### src/rtl/input_pixel_fetch_if.sv
`default_nettype none
// ----------------------------------------------------------------------------
// input_pixel_fetch_if : start/status, image-RAM read port and pixel stream
// Revision 1.0
// ----------------------------------------------------------------------------
interface input_pixel_fetch_if #(
    parameter int RC_W = 8
);
    logic                   start;
    logic [15:0]            base_addr;
    logic                   busy;
    logic                   done;
    logic [15:0]            mem_addr;
    logic                   mem_wen;
    logic [31:0]            mem_d;
    logic [31:0]            mem_q;
    logic                   pix_valid;
    logic                   pix_ready;
    logic signed [7:0]      pix_data;
    logic [RC_W-1:0]        pix_row;
    logic [RC_W-1:0]        pix_col;
    logic                   pix_sol;
    logic                   pix_last;

    modport master (
        input  start, base_addr, mem_q, pix_ready,
        output busy, done, mem_addr, mem_wen, mem_d,
               pix_valid, pix_data, pix_row, pix_col, pix_sol, pix_last
    );

    modport slave (
        output start, base_addr, mem_q, pix_ready,
        input  busy, done, mem_addr, mem_wen, mem_d,
               pix_valid, pix_data, pix_row, pix_col, pix_sol, pix_last
    );
endinterface
`default_nettype wire

### src/rtl/input_pixel_fetch.sv
`default_nettype none
// ----------------------------------------------------------------------------
// input_pixel_fetch : row-major image reader, 32-bit RAM words -> pixel stream
// Revision 1.0
// ----------------------------------------------------------------------------
module input_pixel_fetch #(
    parameter int IMG_H = 64,
    parameter int IMG_W = 64,
    parameter int RC_W  = 8
) (
    input  wire logic           clk,
    input  wire logic           rst_n,
    input_pixel_fetch_if.master bus
);

    localparam int              N         = IMG_H * IMG_W;
    localparam int              NW        = (N + 3) / 4;
    localparam logic [16:0]     LAST_PIX  = 17'(N - 1);
    localparam logic [16:0]     NUM_WORDS = 17'(NW);
    localparam logic [RC_W-1:0] COL_MAX   = RC_W'(IMG_W - 1);
    localparam logic [RC_W-1:0] RC_ONE    = RC_W'(1);

    typedef enum logic [1:0] {
        S_IDLE = 2'd0,
        S_RUN  = 2'd1,
        S_DONE = 2'd2
    } state_t;

    state_t          state_q;
    logic            busy_q;
    logic            done_q;
    logic [15:0]     addr_q;
    logic            addr_ph_q;
    logic            data_ph_q;
    logic [16:0]     rd_cnt_q;
    logic [16:0]     pix_cnt_q;
    logic [RC_W-1:0] row_q;
    logic [RC_W-1:0] col_q;
    logic [31:0]     cur_q,     cur_d;
    logic            cur_vld_q, cur_vld_d;
    logic [31:0]     nxt_q,     nxt_d;
    logic            nxt_vld_q, nxt_vld_d;

    logic            w_hs;
    logic            w_final_pix;
    logic            w_cur_done;
    logic            w_issue;
    logic [7:0]      w_byte;

    // The byte index within cur is the low two bits of the pixel counter,
    // since every word starts on a pixel index that is a multiple of four.
    always_comb begin
        w_hs        = cur_vld_q & bus.pix_ready;
        w_final_pix = (pix_cnt_q == LAST_PIX);
        w_cur_done  = w_hs & ((pix_cnt_q[1:0] == 2'd3) | w_final_pix);
        w_issue     = (state_q == S_RUN) & (rd_cnt_q < NUM_WORDS) &
                      ~addr_ph_q & ~data_ph_q & ~nxt_vld_q;
        case (pix_cnt_q[1:0])
            2'd0:    w_byte = cur_q[7:0];
            2'd1:    w_byte = cur_q[15:8];
            2'd2:    w_byte = cur_q[23:16];
            default: w_byte = cur_q[31:24];
        endcase
    end

    always_comb begin
        cur_d     = cur_q;
        cur_vld_d = cur_vld_q;
        nxt_d     = nxt_q;
        nxt_vld_d = nxt_vld_q;
        if (!cur_vld_q || w_cur_done) begin
            if (nxt_vld_q) begin
                cur_d     = nxt_q;
                cur_vld_d = 1'b1;
                nxt_vld_d = data_ph_q;
                if (data_ph_q) begin
                    nxt_d = bus.mem_q;
                end
            end else if (data_ph_q) begin
                cur_d     = bus.mem_q;
                cur_vld_d = 1'b1;
            end else begin
                cur_vld_d = 1'b0;
            end
        end else if (data_ph_q) begin
            nxt_d     = bus.mem_q;
            nxt_vld_d = 1'b1;
        end
    end

    // addr_ph: mem_addr carries a live read this cycle; data_ph: mem_q is valid.
    always_ff @(posedge clk) begin
        if (!rst_n) begin
            state_q   <= S_IDLE;
            busy_q    <= 1'b0;
            done_q    <= 1'b0;
            addr_q    <= 16'd0;
            addr_ph_q <= 1'b0;
            data_ph_q <= 1'b0;
            rd_cnt_q  <= 17'd0;
            pix_cnt_q <= 17'd0;
            row_q     <= '0;
            col_q     <= '0;
            cur_q     <= 32'd0;
            cur_vld_q <= 1'b0;
            nxt_q     <= 32'd0;
            nxt_vld_q <= 1'b0;
        end else begin
            done_q    <= 1'b0;
            data_ph_q <= addr_ph_q;
            addr_ph_q <= 1'b0;
            cur_q     <= cur_d;
            cur_vld_q <= cur_vld_d;
            nxt_q     <= nxt_d;
            nxt_vld_q <= nxt_vld_d;
            case (state_q)
                S_IDLE: begin
                    if (bus.start) begin
                        state_q   <= S_RUN;
                        busy_q    <= 1'b1;
                        addr_q    <= bus.base_addr;
                        addr_ph_q <= 1'b1;
                        rd_cnt_q  <= 17'd1;
                        pix_cnt_q <= 17'd0;
                        row_q     <= '0;
                        col_q     <= '0;
                    end
                end
                S_RUN: begin
                    if (w_issue) begin
                        addr_q    <= addr_q + 16'd4;
                        addr_ph_q <= 1'b1;
                        rd_cnt_q  <= rd_cnt_q + 17'd1;
                    end
                    if (w_hs) begin
                        pix_cnt_q <= pix_cnt_q + 17'd1;
                        if (col_q == COL_MAX) begin
                            col_q <= '0;
                            row_q <= row_q + RC_ONE;
                        end else begin
                            col_q <= col_q + RC_ONE;
                        end
                        if (w_final_pix) begin
                            state_q <= S_DONE;
                            busy_q  <= 1'b0;
                            done_q  <= 1'b1;
                        end
                    end
                end
                S_DONE: begin
                    state_q <= S_IDLE;
                end
                default: begin
                    state_q <= S_IDLE;
                end
            endcase
        end
    end

    assign bus.busy      = busy_q;
    assign bus.done      = done_q;
    assign bus.mem_addr  = addr_q;
    assign bus.mem_wen   = 1'b0;
    assign bus.mem_d     = 32'd0;
    assign bus.pix_valid = cur_vld_q;
    assign bus.pix_data  = cur_vld_q ? w_byte : 8'd0;
    assign bus.pix_row   = row_q;
    assign bus.pix_col   = col_q;
    assign bus.pix_sol   = cur_vld_q & (col_q == '0);
    assign bus.pix_last  = cur_vld_q & w_final_pix;

endmodule
`default_nettype wire

### src/flat_wrapper.sv
// flat-port wrapper written by rule: the top's interface ports become plain ports
module input_pixel_fetch_flat 
#(
    parameter int IMG_H = 64,
    parameter int IMG_W = 64,
    parameter int RC_W  = 8
)
  (clk, rst_n, bus_start, bus_base_addr, bus_mem_q, bus_pix_ready, bus_busy, bus_done, bus_mem_addr, bus_mem_wen, bus_mem_d, bus_pix_valid, bus_pix_data, bus_pix_row, bus_pix_col, bus_pix_sol, bus_pix_last);
  input_pixel_fetch_if #(.RC_W(RC_W)) bus_i ();
  input  wire logic clk;
  input  wire logic rst_n;
  input wire logic [$bits(bus_i.start)-1:0] bus_start;
  input wire logic [$bits(bus_i.base_addr)-1:0] bus_base_addr;
  input wire logic [$bits(bus_i.mem_q)-1:0] bus_mem_q;
  input wire logic [$bits(bus_i.pix_ready)-1:0] bus_pix_ready;
  output wire logic [$bits(bus_i.busy)-1:0] bus_busy;
  output wire logic [$bits(bus_i.done)-1:0] bus_done;
  output wire logic [$bits(bus_i.mem_addr)-1:0] bus_mem_addr;
  output wire logic [$bits(bus_i.mem_wen)-1:0] bus_mem_wen;
  output wire logic [$bits(bus_i.mem_d)-1:0] bus_mem_d;
  output wire logic [$bits(bus_i.pix_valid)-1:0] bus_pix_valid;
  output wire logic [$bits(bus_i.pix_data)-1:0] bus_pix_data;
  output wire logic [$bits(bus_i.pix_row)-1:0] bus_pix_row;
  output wire logic [$bits(bus_i.pix_col)-1:0] bus_pix_col;
  output wire logic [$bits(bus_i.pix_sol)-1:0] bus_pix_sol;
  output wire logic [$bits(bus_i.pix_last)-1:0] bus_pix_last;
  assign bus_i.start = bus_start;
  assign bus_i.base_addr = bus_base_addr;
  assign bus_i.mem_q = bus_mem_q;
  assign bus_i.pix_ready = bus_pix_ready;
  assign bus_busy = bus_i.busy;
  assign bus_done = bus_i.done;
  assign bus_mem_addr = bus_i.mem_addr;
  assign bus_mem_wen = bus_i.mem_wen;
  assign bus_mem_d = bus_i.mem_d;
  assign bus_pix_valid = bus_i.pix_valid;
  assign bus_pix_data = bus_i.pix_data;
  assign bus_pix_row = bus_i.pix_row;
  assign bus_pix_col = bus_i.pix_col;
  assign bus_pix_sol = bus_i.pix_sol;
  assign bus_pix_last = bus_i.pix_last;
  input_pixel_fetch #(.IMG_H(IMG_H), .IMG_W(IMG_W), .RC_W(RC_W)) u_core (.clk(clk), .rst_n(rst_n), .bus(bus_i));
endmodule
### config.mk
export PLATFORM = sky130hd
export DESIGN_NAME = input_pixel_fetch_flat
export DESIGN_NICKNAME = d
export VERILOG_FILES = /design/src/rtl/input_pixel_fetch_if.sv /design/src/rtl/input_pixel_fetch.sv /design/src/flat_wrapper.sv
export SDC_FILE = /design/constraint.sdc
export NUM_CORES = 1
export LEC_CHECK = 0
export ABC_AREA = 1
export ABC_CLOCK_PERIOD_IN_PS = 1830
export CELL_PAD_IN_SITES_DETAIL_PLACEMENT = 0
export CELL_PAD_IN_SITES_GLOBAL_PLACEMENT = 1
export CORE_ASPECT_RATIO = 0.7
export CORE_MARGIN = 3
export CORE_UTILIZATION = 37
export CTS_CLUSTER_DIAMETER = 150
export DETAILED_ROUTE_END_ITERATION = 12
export PLACE_DENSITY = 0.91
export SLEW_MARGIN = 20
export SYNTH_ARGS = -nofsm -noshare
export SYNTH_HDL_FRONTEND = slang
export SYNTH_SLANG_ARGS = --single-unit
### constraint.sdc
create_clock -name clk -period 1.83 [get_ports clk]
set_input_delay 0.366 -clock clk [delete_from_list [all_inputs] [get_ports clk]]
set_output_delay 0.366 -clock clk [all_outputs]
set_load 0.03 [all_outputs]
==> key figures <==
Run status
  • Status: finished, violations left
  • Failing checks: negative setup slack

Synth
  • Main flop type after synthesis: dfxtp_1
  • Flip-flop and latch count after synthesis: 138
  • Top cells by count, synth: nand2_1 (223), nor2_1 (153), dfxtp_1 (138), o21ai_0 (92), inv_1 (70)
  • Yosys synthesis warning count: 0
  • Sequential element share of the synthesized area: 40.31%
  • Count of different cell masters after synthesis: 39
  • Post-Synthesis Cells: ~1000
  • Post-Syn Area: 0.006854 sq mm
  • Library cell occupying the most area in the post-synthesis netlist: dfxtp_1
  • Fraction of synthesized cell area taken by the top area cell type: approximately two fifths
  • Leading cell type by number of instances after synthesis: nand2_1
  • Async set-reset flop share out of synthesis: 0%
  • Leading post-synthesis cells by cell area: dfxtp_1 (40%), nand2_1 (12%), nor2_1 (8.4%)
  • Mean instance size in the synthesized netlist: slightly below 7 sq um
  • Post-synth EDFFs: 0

Timing
  • Count of final hold-check violations: 0
  • Period Utilization, post-route: 109.2%
  • RSZ-0062 raised after global routing: true
  • Final setup violation count: 11
  • Hold Slack: about 0.43 ns
  • Number of pins with negative max-slew slack in the final report: 0
  • Worst slew margin relative to its limit: 58.41%
  • Minimum clock period after layout: approximately 2 ns
  • Transition time of the tightest slew-check pin: 0.6233 ns
  • Maximum frequency from static timing analysis: 0.5006 GHz
  • Slack of the critical path: -0.1678 ns
  • Max Clock Skew: about 0.009 ns

CTS
  • Clock network latency to the later pin of the worst-skew pair: approximately 0.42 ns
  • TritonCTS buffer count: 17
  • Clock tree from TritonCTS: built
  • Quantity of hold-fixing buffers added after cts: 0
  • # clock sinks: 138
  • Clock slew seen by the registers of the worst setup and hold paths: 0.06 ns
  • Library cell used as clock root buffer: clkbuf_16
  • Number of levels the H-tree was split into: 4
  • Bufs on Longest Clock Path: 2

Die
  • Effective utilization at floorplan: 38.80%
  • I/O Pins: 130
  • Vertical extent of the die: 119.9 um
  • Std-Cell Rows: 40
  • Die Span X: 168.7 um
  • Core Area: 0.01767 sq mm
  • Die Footprint: slightly above 0.02 sq mm

Critical path
  • Endpoint of the lowest-slack register-to-register path: u_core.cur_q[5]
  • CP startpoint kind: flop
  • Worst EP arrival: about 1.6 ns
  • Register-to-Register Path Depth: 9
  • Critical Path Fanout Max: 8
  • Critical register-to-register path startpoint: u_core.pix_cnt_q[1]
  • CP Data Required Time: roughly 1.5 ns
  • Critical Path End Type: output port
  • Reg-to-reg setup timing slack: 0 ns
  • Class of the most critical setup path: flop to output port

Power and ir drop
  • Total chip power: just under 8 mW
  • Leakage Power: 3.735 nW
  • Power Density: 860.2 mW/mm^2
  • Max IR drop VDD: 0.6285 mV

Finish
  • Final cell utilization of the core: roughly 50%
  • Ratio of cells with drive above 1 in the final layout: ~14%
  • Final instance count without filler cells: 1364
  • Layout fillers: between 1500 and 2000
  • Inserted Diodes: 0
  • Layout overhead on the synthesized area: 31.38%
  • Number of nets in the finished design: 1182

Placed design
  • Sum of net half-perimeters after detailed placement: 13400 um
  • Weighted congestion at the end of routability-driven global placement: 0.8635
  • PortBufs: 96
  • DP Worst Slack: -0.3402 ns
  • Placed cell count: ~1300

Drt
  • DR vias: 6761
  • Vias per cell: 4.957
  • Drt first pass iters: 4
  • Number of DRC violations after detailed routing: 0
  • Antenna viol nets, final: 0
  • Iteration-0 DRC count of the detailed router: 691
  • Drt wl/cell: 14.23 um
  • Wire length reported by the detailed router: 19410 um

Global routing
  • Number of global-route vias before repair: 5949
  • Global Route Usage Sum: 19.13%
  • Pin count of the biggest net entering global routing: 84
  • GRT Residual Overflow: 0
  • Antenna violations before repair: 0
  • First-pass GRT wire length: approximately 31000 um

Min path
  • Number of stages on the worst hold path: 2
  • Worst Min Path Start: u_core.addr_ph_q
  • Worst hold path class: flop to flop
  • WHS Endpoint: u_core.data_ph_q

Flow run
  • Number of maximum-capacitance constraint violations: 0
how the worst max path moves through the flow:
| stage | slack (ns) | end | cells after the start | start |
|---|---|---|---|---|
| 2_1_floorplan | 0.07 | bus_pix_sol | 3 | u_core.bus.pix_valid |
| 3_3_place_gp | -0.26 | u_core.pix_cnt_q[2] | 6 | bus_start |
| 3_5_place_dp | -0.34 | u_core.pix_cnt_q[2] | 6 | bus_start |
| 4_1_cts | -0.21 | bus_pix_last | 6 | u_core.pix_cnt_q[1] |
| 5_1_grt | -0.21 | bus_pix_last | 6 | u_core.pix_cnt_q[1] |
| 6_report | -0.17 | bus_pix_data[4] | 5 | u_core.pix_cnt_q[1] |
flip-flops by register name (all words and copies together), names as in the netlist:
signal / flops
u_core.cur_q: 32
u_core.nxt_q: 32
u_core.pix_cnt_q: 17
u_core.rd_cnt_q: 17
u_core.bus.mem_addr: 16
u_core.bus.pix_col: 8
u_core.bus.pix_row: 8
u_core.state_q: 2
u_core.addr_ph_q: 1
u_core.bus.busy: 1
u_core.bus.done: 1
u_core.bus.pix_valid: 1
u_core.data_ph_q: 1
u_core.nxt_vld_q: 1
power breakdown:
part           switching, mW  total (mW)  internal [mW]
Combinational          0.669        1.09          0.419
Sequential             0.113        3.24           3.13
Clock                   1.27        3.42           2.15
Total                   2.05        7.75           5.70
routing by layer:
layer | global-route usage, % | share of wire, % | vias up
met5 | 0 | 0 | -
met4 | 5.621 | 1.3 | 0
met3 | 5.203 | 6.8 | 21
met2 | 26.05 | 40 | 202
met1 | 29.00 | 52 | 3074
li1 | - | - | 3464
worst max-delay path, cell delays in order (launching register included):
cell and delay (ns):
dfxtp_4 0.38, inv_2 0.12, ha_4 0.27, a21oi_4 0.09, a31oi_4 0.19, buf_6 0.15
logic make-up (layout without fill, tap and decap cells):
group	count (synthesis)	in the layout	synth area share (%)
adder cells (fa/ha/maj)	10	10	1.825
AO/OA/AOI/OAI	206	206	16.37
XOR/XNOR	7	7	0.8945
flip-flops	138	138	40.31
AND/OR/NAND/NOR	478	478	29.12
buffers and inverters	162	261	11.43
other	1	33	0.05471
what timing repair did:
| action | in CTS | in global routing |
|---|---|---|
| buffers inserted | 0 | 4 |
| setup endpoints to repair | 42 | 26 |
| pin swaps | 6 | 10 |
| resized for setup | 81 | 23 |
| cloned | 0 | 0 |
| hold endpoints to repair | 0 | 0 |
final cells by class:
class	count	area [sq um]	area share, %
tap	231	289.0	3.210
clock buffer	26	499.2	5.544
timing repair buffer	151	1425	15.83
sequential	138	2779	30.86
inverter	78	300.3	3.335
multi-input combinational	734	3626	40.27
clock inverter	6	86.33	0.9587
cells in the final DEF (no fill, tap or decap), types with 3 or more instances in the layout:
master | netlist | routed
conb_1 | 1 | 33
a211oi_1 | 4 | 4
nand2_1 | 223 | 221
a21oi_2 | 0 | 6
nand4_1 | 20 | 20
nor2_1 | 153 | 150
dlygate4sd2_1 | 0 | 32
buf_6 | 4 | 11
a21oi_4 | 1 | 3
ha_1 | 10 | 5
nor2_2 | 2 | 5
dfxtp_1 | 138 | 129
xor2_1 | 7 | 7
a21oi_1 | 60 | 52
clkbuf_16 | 0 | 17
clkdlybuf4s50_1 | 0 | 51
buf_12 | 0 | 6
ha_4 | 0 | 5
o21ai_1 | 2 | 9
clkbuf_1 | 30 | 5
nand2_2 | 3 | 5
a31oi_2 | 0 | 6
inv_1 | 70 | 64
inv_2 | 6 | 10
clkbuf_8 | 0 | 4
o21bai_1 | 3 | 3
nor3_1 | 16 | 16
nand3_1 | 48 | 48
or2_2 | 4 | 4
buf_4 | 35 | 48
o21ai_0 | 92 | 84
nand3_2 | 3 | 3
dfxtp_2 | 0 | 7
a31oi_1 | 40 | 32
per-stage QoR:
step           setup TNS [ns]  instance area, sq um
6_report               -1.450                  9005
5_1_grt                -4.329                  9005
4_1_cts                -1.426                  8891
3_5_place_dp           -10.50                  8205
3_3_place_gp           -8.881                  8205
2_1_floorplan               0                  7030
No activity file was read; power rests on OpenSTA's default activity.
